===== src/rtl/uart_adder_pkg.sv =====
// Shared encodings and frame geometry for the UART adder frame controller.
package uart_adder_pkg;

   localparam logic [2:0] S_IDLE     = 3'd0;
   localparam logic [2:0] S_RX_A     = 3'd1;
   localparam logic [2:0] S_RX_B     = 3'd2;
   localparam logic [2:0] S_RX_FLAGS = 3'd3;
   localparam logic [2:0] S_ADD      = 3'd4;
   localparam logic [2:0] S_TX_LOAD  = 3'd5;
   localparam logic [2:0] S_TX_WAIT  = 3'd6;

   localparam int OPND_BYTES = 4;
   localparam int RESP_BYTES = 5;

   localparam logic [1:0] OPND_LAST = 2'(OPND_BYTES - 1);
   localparam logic [2:0] RESP_LAST = 3'(RESP_BYTES - 1);

   // Response byte idx of the 33-bit result; byte 4 carries only the carry-out.
   function automatic logic [7:0] resp_byte(input logic [32:0] res, input logic [2:0] idx);
      logic [39:0] shifted;
      shifted = {7'b0, res} >> {idx, 3'b000};
      return shifted[7:0];
   endfunction

endpackage


===== src/rtl/uart_adder_ctrl_frame_timeout.sv =====
// Inter-byte gap counter; tc pulses on the clock that completes TIMEOUT_CLKS idle clocks.
module frame_timeout #(
   parameter int TIMEOUT_CLKS = 65535
) (
   input  logic clk_sys,
   input  logic rst_b,
   input  logic clr,
   input  logic en,
   output logic tc
);

   localparam int CW = $clog2(TIMEOUT_CLKS + 1);
   localparam logic [CW-1:0] TC_VAL = CW'(TIMEOUT_CLKS - 1);

   logic [CW-1:0] cnt;

   assign tc = en & ~clr & (cnt == TC_VAL);

   always_ff @(posedge clk_sys or negedge rst_b) begin
      if (!rst_b) begin
         cnt <= '0;
      end else if (clr || tc) begin
         cnt <= '0;
      end else if (en) begin
         cnt <= cnt + CW'(1);
      end
   end

endmodule


===== src/rtl/uart_adder_ctrl.sv =====
// Frame controller: assembles A/B/Cin from UART bytes, drives the adder, streams the result back.
//
// state      | meaning
// S_IDLE     | waiting for the sync byte, other bytes discarded
// S_RX_A     | shifting four A bytes, LSB first
// S_RX_B     | shifting four B bytes, LSB first
// S_RX_FLAGS | waiting for the flags byte, then operands load
// S_ADD      | adder settle interval, then result capture
// S_TX_LOAD  | waiting for an idle transmitter, then start one byte
// S_TX_WAIT  | waiting for the transmitter to finish the byte
module uart_adder_ctrl
   import uart_adder_pkg::*;
#(
   parameter logic [7:0] SYNC_BYTE    = 8'hA5,
   parameter int         ADD_WAIT     = 4,
   parameter int         TIMEOUT_CLKS = 65535
) (
   input  logic        CLK,
   input  logic        RST_N,
   input  logic        Rx_DV_in,
   input  logic [7:0]  Rx_Byte_in,
   input  logic [31:0] Sum_in,
   input  logic        Cout_in,
   output logic [31:0] A_out,
   output logic [31:0] B_out,
   output logic        Cin_out,
   input  logic        Tx_Active_in,
   input  logic        Tx_Done_in,
   output logic        Tx_DV_out,
   output logic [7:0]  Tx_Byte_out,
   output logic        Busy_out,
   output logic        Err_out
);

   localparam int AW = $clog2(ADD_WAIT + 1);
   localparam logic [AW-1:0] ADD_LOAD = AW'(ADD_WAIT - 1);

   logic [2:0]    state;
   logic [1:0]    byte_idx;
   logic [2:0]    tx_idx;
   logic [31:0]   a_shadow;
   logic [31:0]   b_shadow;
   logic [32:0]   result;
   logic [AW-1:0] wait_cnt;
   logic          in_rx;
   logic          in_busy_op;
   logic          gap_tc;

   assign in_rx      = (state == S_RX_A) || (state == S_RX_B) || (state == S_RX_FLAGS);
   assign in_busy_op = (state == S_ADD) || (state == S_TX_LOAD) || (state == S_TX_WAIT);

   frame_timeout #(.TIMEOUT_CLKS(TIMEOUT_CLKS)) u_timeout (
      .clk_sys (CLK),
      .rst_b   (RST_N),
      .clr     (Rx_DV_in | ~in_rx),
      .en      (in_rx),
      .tc      (gap_tc)
   );

   always_ff @(posedge CLK or negedge RST_N) begin
      if (!RST_N) begin
         state       <= S_IDLE;
         byte_idx    <= '0;
         tx_idx      <= '0;
         a_shadow    <= '0;
         b_shadow    <= '0;
         result      <= '0;
         wait_cnt    <= '0;
         A_out       <= '0;
         B_out       <= '0;
         Cin_out     <= 1'b0;
         Tx_DV_out   <= 1'b0;
         Tx_Byte_out <= '0;
         Busy_out    <= 1'b0;
         Err_out     <= 1'b0;
      end else begin
         Tx_DV_out <= 1'b0;
         // Bytes arriving while the adder or transmitter owns the frame are dropped.
         Err_out   <= in_busy_op & Rx_DV_in;

         case (state)
            S_IDLE: begin
               if (Rx_DV_in && (Rx_Byte_in == SYNC_BYTE)) begin
                  state    <= S_RX_A;
                  Busy_out <= 1'b1;
                  byte_idx <= '0;
               end
            end
            S_RX_A, S_RX_B, S_RX_FLAGS: begin
               if (gap_tc) begin
                  state    <= S_IDLE;
                  Busy_out <= 1'b0;
                  Err_out  <= 1'b1;
                  a_shadow <= '0;
                  b_shadow <= '0;
                  byte_idx <= '0;
               end else if (Rx_DV_in) begin
                  if (state == S_RX_FLAGS) begin
                     A_out    <= a_shadow;
                     B_out    <= b_shadow;
                     Cin_out  <= Rx_Byte_in[0];
                     wait_cnt <= ADD_LOAD;
                     state    <= S_ADD;
                  end else begin
                     if (state == S_RX_A) a_shadow <= {Rx_Byte_in, a_shadow[31:8]};
                     else                 b_shadow <= {Rx_Byte_in, b_shadow[31:8]};
                     byte_idx <= byte_idx + 2'd1;
                     if (byte_idx == OPND_LAST) state <= (state == S_RX_A) ? S_RX_B : S_RX_FLAGS;
                  end
               end
            end
            S_ADD: begin
               if (wait_cnt == '0) begin
                  result <= {Cout_in, Sum_in};
                  tx_idx <= '0;
                  state  <= S_TX_LOAD;
               end else begin
                  wait_cnt <= wait_cnt - AW'(1);
               end
            end
            S_TX_LOAD: begin
               if (!Tx_Active_in) begin
                  Tx_Byte_out <= resp_byte(result, tx_idx);
                  Tx_DV_out   <= 1'b1;
                  state       <= S_TX_WAIT;
               end
            end
            S_TX_WAIT: begin
               if (Tx_Done_in) begin
                  if (tx_idx == RESP_LAST) begin
                     tx_idx   <= '0;
                     Busy_out <= 1'b0;
                     state    <= S_IDLE;
                  end else begin
                     tx_idx <= tx_idx + 3'd1;
                     state  <= S_TX_LOAD;
                  end
               end
            end
            default: begin
               state    <= S_IDLE;
               Busy_out <= 1'b0;
            end
         endcase
      end
   end

endmodule


===== config.mk =====
export PLATFORM = sky130hd
export DESIGN_NAME = uart_adder_ctrl
export DESIGN_NICKNAME = d
export VERILOG_FILES = /design/src/rtl/uart_adder_pkg.sv /design/src/rtl/uart_adder_ctrl_frame_timeout.sv /design/src/rtl/uart_adder_ctrl.sv
export SDC_FILE = /design/constraint.sdc
export NUM_CORES = 1
export LEC_CHECK = 0
export CORE_MARGIN = 2
export CORE_UTILIZATION = 55
export CTS_CLUSTER_SIZE = 28
export DETAILED_ROUTE_END_ITERATION = 10
export HOLD_SLACK_MARGIN = 0.02
export PLACE_DENSITY = 0.9
export SLEW_MARGIN = 20
export SYNTH_ARGS = -nofsm -noshare
export SYNTH_HDL_FRONTEND = slang
export SYNTH_SLANG_ARGS = --single-unit

===== constraint.sdc =====
create_clock -name CLK -period 2.7 [get_ports CLK]
set_clock_uncertainty 0.05 [all_clocks]
set_input_delay 0.405 -clock CLK [delete_from_list [all_inputs] [get_ports CLK]]
set_output_delay 0.405 -clock CLK [all_outputs]
set_load 0.005 [all_outputs]

## Word-level counts from Yosys, hierarchy flattened

Index checks and enable logic that the tools add are counted.

| cells by class | value |
|---|---|
| bitwise gates (word level) | 9 |
| eq/ne operators | 25 |
| multiplexer cells | 44 |
| $add $sub $neg | 4 |
| shift-type cells | 1 |
| reductions and logical operators | 26 |

Operators with widths:

| kind | count |
|---|---|
| 32-bit two-way mux | 8 |
| 3-bit two-way mux | 16 |
| 33-bit by 6-bit >> shifter with 8-bit output | 1 |
| 16-bit two-way mux | 2 |
| 16-bit by 1-bit adder with 16-bit output, second input constant | 1 |
| 16-bit == test, second input constant | 1 |
| 4-bit AND reduction | 4 |
| 3-bit case mux with 5 select lines | 1 |
| 2-bit != test, second input constant | 7 |
| 3-bit == test, second input constant | 4 |
| 3-bit case mux with 2 select lines | 2 |
| 2-bit nonzero test | 6 |
| 2-bit by 1-bit != test with 1-bit output, second input constant | 5 |
| 5-bit AND reduction | 2 |
| 1-bit two-way mux | 9 |
| 8-bit == test, second input constant | 1 |
| 2-bit two-way mux | 4 |
| 3-bit by 2-bit == test with 1-bit output, second input constant | 2 |
| 3-bit logical NOT | 2 |
| 3-bit by 2-bit != test with 1-bit output, second input constant | 2 |
| 6-bit AND reduction | 1 |
| 1-bit logical OR | 5 |
| 1-bit inverter | 5 |
| 4-bit by 3-bit != test with 1-bit output, second input constant | 1 |
| 14 further kinds | 17 |

| word-level totals | value |
|---|---|
| bits in registers | 200 |
| logic and storage cells | 124 |
| output and inout bits | 76 |
| bits of input ports | 46 |

## Longest topological paths before layout

| logic depth | value |
|---|---|
| depth after elaboration | 10 |
| depth in mapped cells | 9 |

## By module

From an unflattened synthesis, not the netlist that was laid out.

| unflattened totals | value |
|---|---|
| cells, all modules | 805 |
| area total of the unflattened synthesis | 8353.0 um^2 |

Modules (own cells, without submodules):

| module | cells each | times used | area each (um^2) |
|---|---|---|---|
| uart_adder_ctrl | 715 | 1 | 7503.4 |
| frame_timeout | 90 | 1 | 849.6 |

## Worst setup path before layout

No wires, ideal clock.

| timing path | value |
|---|---|
| kind | flip-flop to flip-flop |
| from | reg u_timeout.cnt[0] |
| to | reg state[0] |
| cell stages (with the launch flop) | 8 |
| data arrival time | 1.938 ns |
| path buffers | 0 |
| period minus slack after synthesis | 2.115 ns |
| slack | 0.585 ns |
| library setup time | 0.128 ns |
| data required time | 2.522 ns |
| cell sequence | dfrtp_1 > inv_1 > ha_1 > nand3_1 > or4_4 > a211o_1 > a21oi_1 > mux2_1 |

| between the ends | value |
|---|---|
| longest elaborated chain between the ends | 4 |

Ends and longest elaborated chain:

| item | line | RTL |
|---|---|---|
| start: declaration | uart_adder_ctrl_frame_timeout.sv:15 | `logic [CW-1:0] cnt;` |
| start signal: assignment | uart_adder_ctrl_frame_timeout.sv:25 | `cnt <= cnt + CW'(1);` |
| 16-bit == test (*) | uart_adder_ctrl_frame_timeout.sv:17 | `assign tc = en & ~clr & (cnt == TC_VAL);` |
| 1-bit bitwise AND (*) | uart_adder_ctrl_frame_timeout.sv:17 |  |
| 4-bit by 3-bit != test with 1-bit output (no line), or another cell as far along | n/a |  |
| 6-bit AND reduction (no line) / 3-bit case mux with 5 select lines (equally long branches) | n/a |  |
| end signal: assignment | uart_adder_ctrl.sv:108 | `if (byte_idx == OPND_LAST) state <= (state == S_RX_A) ? S_RX_B : S_RX_FLAGS;` |
| end: declaration | uart_adder_ctrl.sv:38 | `logic [2:0] state;` |

Mark *: on every way between the ends. The rest lies on a longest branch, timed or not.
A chain may end at the register's enable or synchronous reset.

## Worst setup path after layout

| timing path | value |
|---|---|
| from | reg u_timeout.cnt[0] |
| to | reg a_shadow[0] |

| between the ends | value |
|---|---|
| longest elaborated chain between the ends | 4 |

Ends and longest elaborated chain:

| item | line | RTL |
|---|---|---|
| 16-bit == test (*) | uart_adder_ctrl_frame_timeout.sv:17 |  |
| 1-bit bitwise AND (*) | uart_adder_ctrl_frame_timeout.sv:17 |  |
| 2-bit by 1-bit != test with 1-bit output (no line) / 2-bit nonzero test (equally long branches) | n/a |  |
| 4-bit AND reduction (no line) | n/a |  |
| end signal: assignment | uart_adder_ctrl.sv:105 | `if (state == S_RX_A) a_shadow <= {Rx_Byte_in, a_shadow[31:8]};` |
| end: declaration | uart_adder_ctrl.sv:41 | `logic [31:0] a_shadow;` |

Marks and branches as above.

==> qor.tcl <==
set qor(half_perimeter_wire_length_after_placement_mm) 12.0
set qor(regToRegSetupSlack_ns) 0.35
set qor(design.portCount) 122
set qor(grt_first_pass_wirelength_mm) 29.0
set qor(placedInstanceArea_um2) 10100
set qor(floorplan.initialDensity) 0.564
set qor(ys_seq_elements) 200
set qor(die-height_um) 129
set qor(final.fill_count) 1007
set qor(synth_edf_count) 0
set qor(required_ns) 2.98
set qor(startpoint) {u_timeout.cnt[0]$_DFFE_PN0P_}
set qor(warnings_synthesis) 0
set qor(worst_pin_slew_ns) 0.609
set qor(post_syn_nets) 740
set qor(antennaDiodeCount) 0
set qor(critPathKind) {reg2reg}
set qor(grt_util_all_layers) 0.230
set qor(yosys.area.top_type_share) 0.583
set qor(worstSetupStartpointType) {flip-flop}
set qor(synth.cell_area_um2) 8580
set qor(yosys.area_share.simple) 0.0913
set qor(tritoncts) {built}
set qor(crit_fanout) 20
set qor(crit_buf_inv) 2
set qor(post_detailed_route_count_of_antenna_violating_nets) 0
set qor(clk_latency_ns) 0.44
set qor(antenna_found_initial) 0
set qor(clk_transition_reported_paths_ns) 0.07
set qor(placement_rows) 45
set qor(timing.fmax_mhz) 425
set qor(finalWorstPathRequiredPeriod_ns) 2.35
set qor(synthXorXnorAreaFrac) 0.0163
set qor(vdd_drop_max_v) 0.000529
set qor(synthMuxAreaShare) 0.202
set qor(maxCapViolations) 0
set qor(final.hold.worst_slack_ns) 0.436
set qor(grt_pass1_vias) 5641
set qor(critical-path-slowest-cell) {sky130_fd_sc_hd__or4_4}
set qor(final_critical_path_setup_slack_ns) 0.347
set qor(setup_violations) 0
set qor(relSlewSlack) 0.594
set qor(ys_async_sr_fraction) 1.00
set qor(grt_max_degree) 75
set qor(grt_overflow_total) 0
set qor(totalNegativeSetupSlack_ns) 0
set qor(drt_drc_violations_left) 0
set qor(synth.avg_cell_area_um2) 12.5
set qor(drt-total-wl_mm) 17.7
set qor(routed_wire_length_per_instance_um) 17.5
set qor(destination_of_the_critical_timing_path) {a_shadow[0]$_DFFE_PN0P_}
set qor(dieWidth_um) 129
set qor(rsz0062_at_grt) {no}
set qor(vias_per_cell) 5.48
set qor(drt_first_iter_violations) 448
set qor(post-route-cell-area_um2) 10700
set qor(critical_path_depth) 8
set qor(cpPeakStageDelay_ns) 0.49
set qor(worstRegToRegCells) 8
set qor(syn-instance-count) 687
set qor(syn_to_final_growth_pct) 24.6
set qor(slew_viol_final) 0
set qor(critical_path.reg2reg.endpoint) {a_shadow[0]$_DFFE_PN0P_}
set qor(critPathCaptureType) {flip-flop}
set qor(adder_and_majority_cell_fraction_of_the_synthesized_area) 0.0102
set qor(clockBufferDepth) 2
set qor(numClockSinks) 200
set qor(design.die.area_um2) 16600
set qor(gp_congestion) 0.822
set qor(holdCritPathClass) {reg2reg}
set qor(layout_worst_path_cycle_share) 0.872
set qor(main_combinational_cell_family_by_area_after_synthesis) {multiplexers}
set qor(worstReg2RegStart) {u_timeout.cnt[0]$_DFFE_PN0P_}
set qor(synth.most_common_cell) {sky130_fd_sc_hd__dfrtp_1}
set qor(synth.lib_cells_used.distinct) 53
set qor(p_per_area_nw_per_um2) 1140
set qor(synth-compound-area-share) 0.0585
set qor(drt-pass1-iter-count) 4
set qor(hold_violations) 0
set qor(cts_root_buf) {sky130_fd_sc_hd__clkbuf_16}
set qor(synth_top_area_cell) {sky130_fd_sc_hd__dfrtp_1}
set qor(ys.flop_type) {sky130_fd_sc_hd__dfrtp_1}
set qor(min-delay-start) {A_out[17]$_DFFE_PN0P_}
set qor(routed-via-count) 5544
set qor(yosysSeqAreaShare) 0.583
set qor(outcome) {finished clean}
set qor(htree_levels) 4
set qor(place.port_buffers) 121
set qor(total_leakage_power_uw) 0.00504
set qor(path_cells) {inv_1 -> ha_1 -> nand3_1 -> or4_4 -> nor2_4 -> o21ai_4 -> buf_16 -> mux2_1}
set qor(layout-drive-gt1-share) 0.158
set qor(critical-path-top-delay-family) {simple AND/OR/NAND/NOR gates}
set qor(cts_inserted_buffers) 17
set qor(finish.utilization) 0.703
set qor(yosys-top-cells-area) {sky130_fd_sc_hd__dfrtp_1, sky130_fd_sc_hd__mux2_4, sky130_fd_sc_hd__mux2_1}
set qor(synth_top_cells_by_count) {sky130_fd_sc_hd__dfrtp_1, sky130_fd_sc_hd__nand2_1, sky130_fd_sc_hd__inv_1, sky130_fd_sc_hd__mux2_1, sky130_fd_sc_hd__mux2_2}
set qor(place_worst_setup_slack_ns) 0.0553
set qor(placeableCoreArea_um2) 15200
set qor(cp_data_arrival_time_ns) 2.63
set qor(layout.nets) 863
==> stage by stage <==
stage | std cells | power [uW]
6_report | 1011 | 12200
5_1_grt | 1011 | 12900
4_1_cts | 1010 | 12200
3_5_place_dp | 977 | 9610
3_3_place_gp | 977 | 9320
2_1_floorplan | 687 | 7580
==> logic make-up (layout without fill, tap and decap cells) <==
group / count (synthesis) / count (layout)
AND/OR/NAND/NOR: 158 / 158
adder cells (fa/ha/maj): 7 / 7
AO/OA/AOI/OAI: 87 / 87
multiplexers: 140 / 140
XOR/XNOR: 16 / 16
flip-flops: 200 / 200
buffers and inverters: 79 / 215
==> registers in the layout, summed over array words and instances, names as in the netlist, 8 cells and up <==
signal,cells
result,33
Tx_Byte_out,8
b_shadow,32
a_shadow,32
A_out,32
u_timeout.cnt,16
B_out,32
==> cell type report <==
type	instances	area, um^2	area share
clock inverters	14	155	0.0145
repair buffers	138	1430	0.134
clock buffers	18	429	0.0402
flip-flops and latches	200	5000	0.468
well taps	188	235	0.0220
inverters	45	169	0.0158
multi-input cells	408	3270	0.306
==> power by group <==
part / leakage, uW / switching, uW / internal, uW
sequential: 0.00242 / 905 / 4360
combinational: 0.00233 / 1760 / 2580
clock: 0.000289 / 1160 / 1390
==> repair_timing <==
item,in CTS,in global routing
setup buffers,0,0
resized for setup,0,0
hold buffers,1,0
hold endpoints to repair,72,0
==> cells in the final DEF, fill, tap and decap left out, types with 14 or more instances in the layout <==
master                            count
sky130_fd_sc_hd__nor2_1              26
sky130_fd_sc_hd__o21ai_1             30
sky130_fd_sc_hd__a21oi_1             21
sky130_fd_sc_hd__clkbuf_16           17
sky130_fd_sc_hd__mux2_1              37
sky130_fd_sc_hd__dfrtp_1            200
sky130_fd_sc_hd__inv_1               45
sky130_fd_sc_hd__mux2i_1             32
sky130_fd_sc_hd__mux2_2              35
sky130_fd_sc_hd__mux2_4              28
sky130_fd_sc_hd__nand2_1             77
sky130_fd_sc_hd__o21ai_0             14
sky130_fd_sc_hd__clkdlybuf4s50_1    120
==> routing by layer <==
metal | GRT usage | vias to the layer above | share of wire
met3 | 0.0536 | 34 | 0.046
li1 | - | 2603 | -
met2 | 0.398 | 152 | 0.51
met4 | 0.0889 | 0 | 0.021
met5 | 0 | - | 0
met1 | 0.281 | 2755 | 0.42
==> worst reg2reg max path, cell delays in order, from the launching register on <==
cell	delay [ns]
sky130_fd_sc_hd__dfrtp_1	0.43
sky130_fd_sc_hd__inv_1	0.08
sky130_fd_sc_hd__ha_1	0.15
sky130_fd_sc_hd__nand3_1	0.15
sky130_fd_sc_hd__or4_4	0.49
sky130_fd_sc_hd__nor2_4	0.17
sky130_fd_sc_hd__o21ai_4	0.17
sky130_fd_sc_hd__buf_16	0.24
sky130_fd_sc_hd__mux2_1	0.31
==> how the worst min path moves through the flow <==
stage          cells past startpoint               endpoint  slack (ns)
6_report                           2  A_out[17]$_DFFE_PN0P_        0.44
5_1_grt                            1  A_out[27]$_DFFE_PN0P_        0.45
4_1_cts                            2  A_out[12]$_DFFE_PN0P_        0.44
3_5_place_dp                       1  A_out[11]$_DFFE_PN0P_        0.42
3_3_place_gp                       1   A_out[3]$_DFFE_PN0P_        0.41
2_1_floorplan                      0   A_out[0]$_DFFE_PN0P_        0.06
Power figures use the tool's default switching activity.
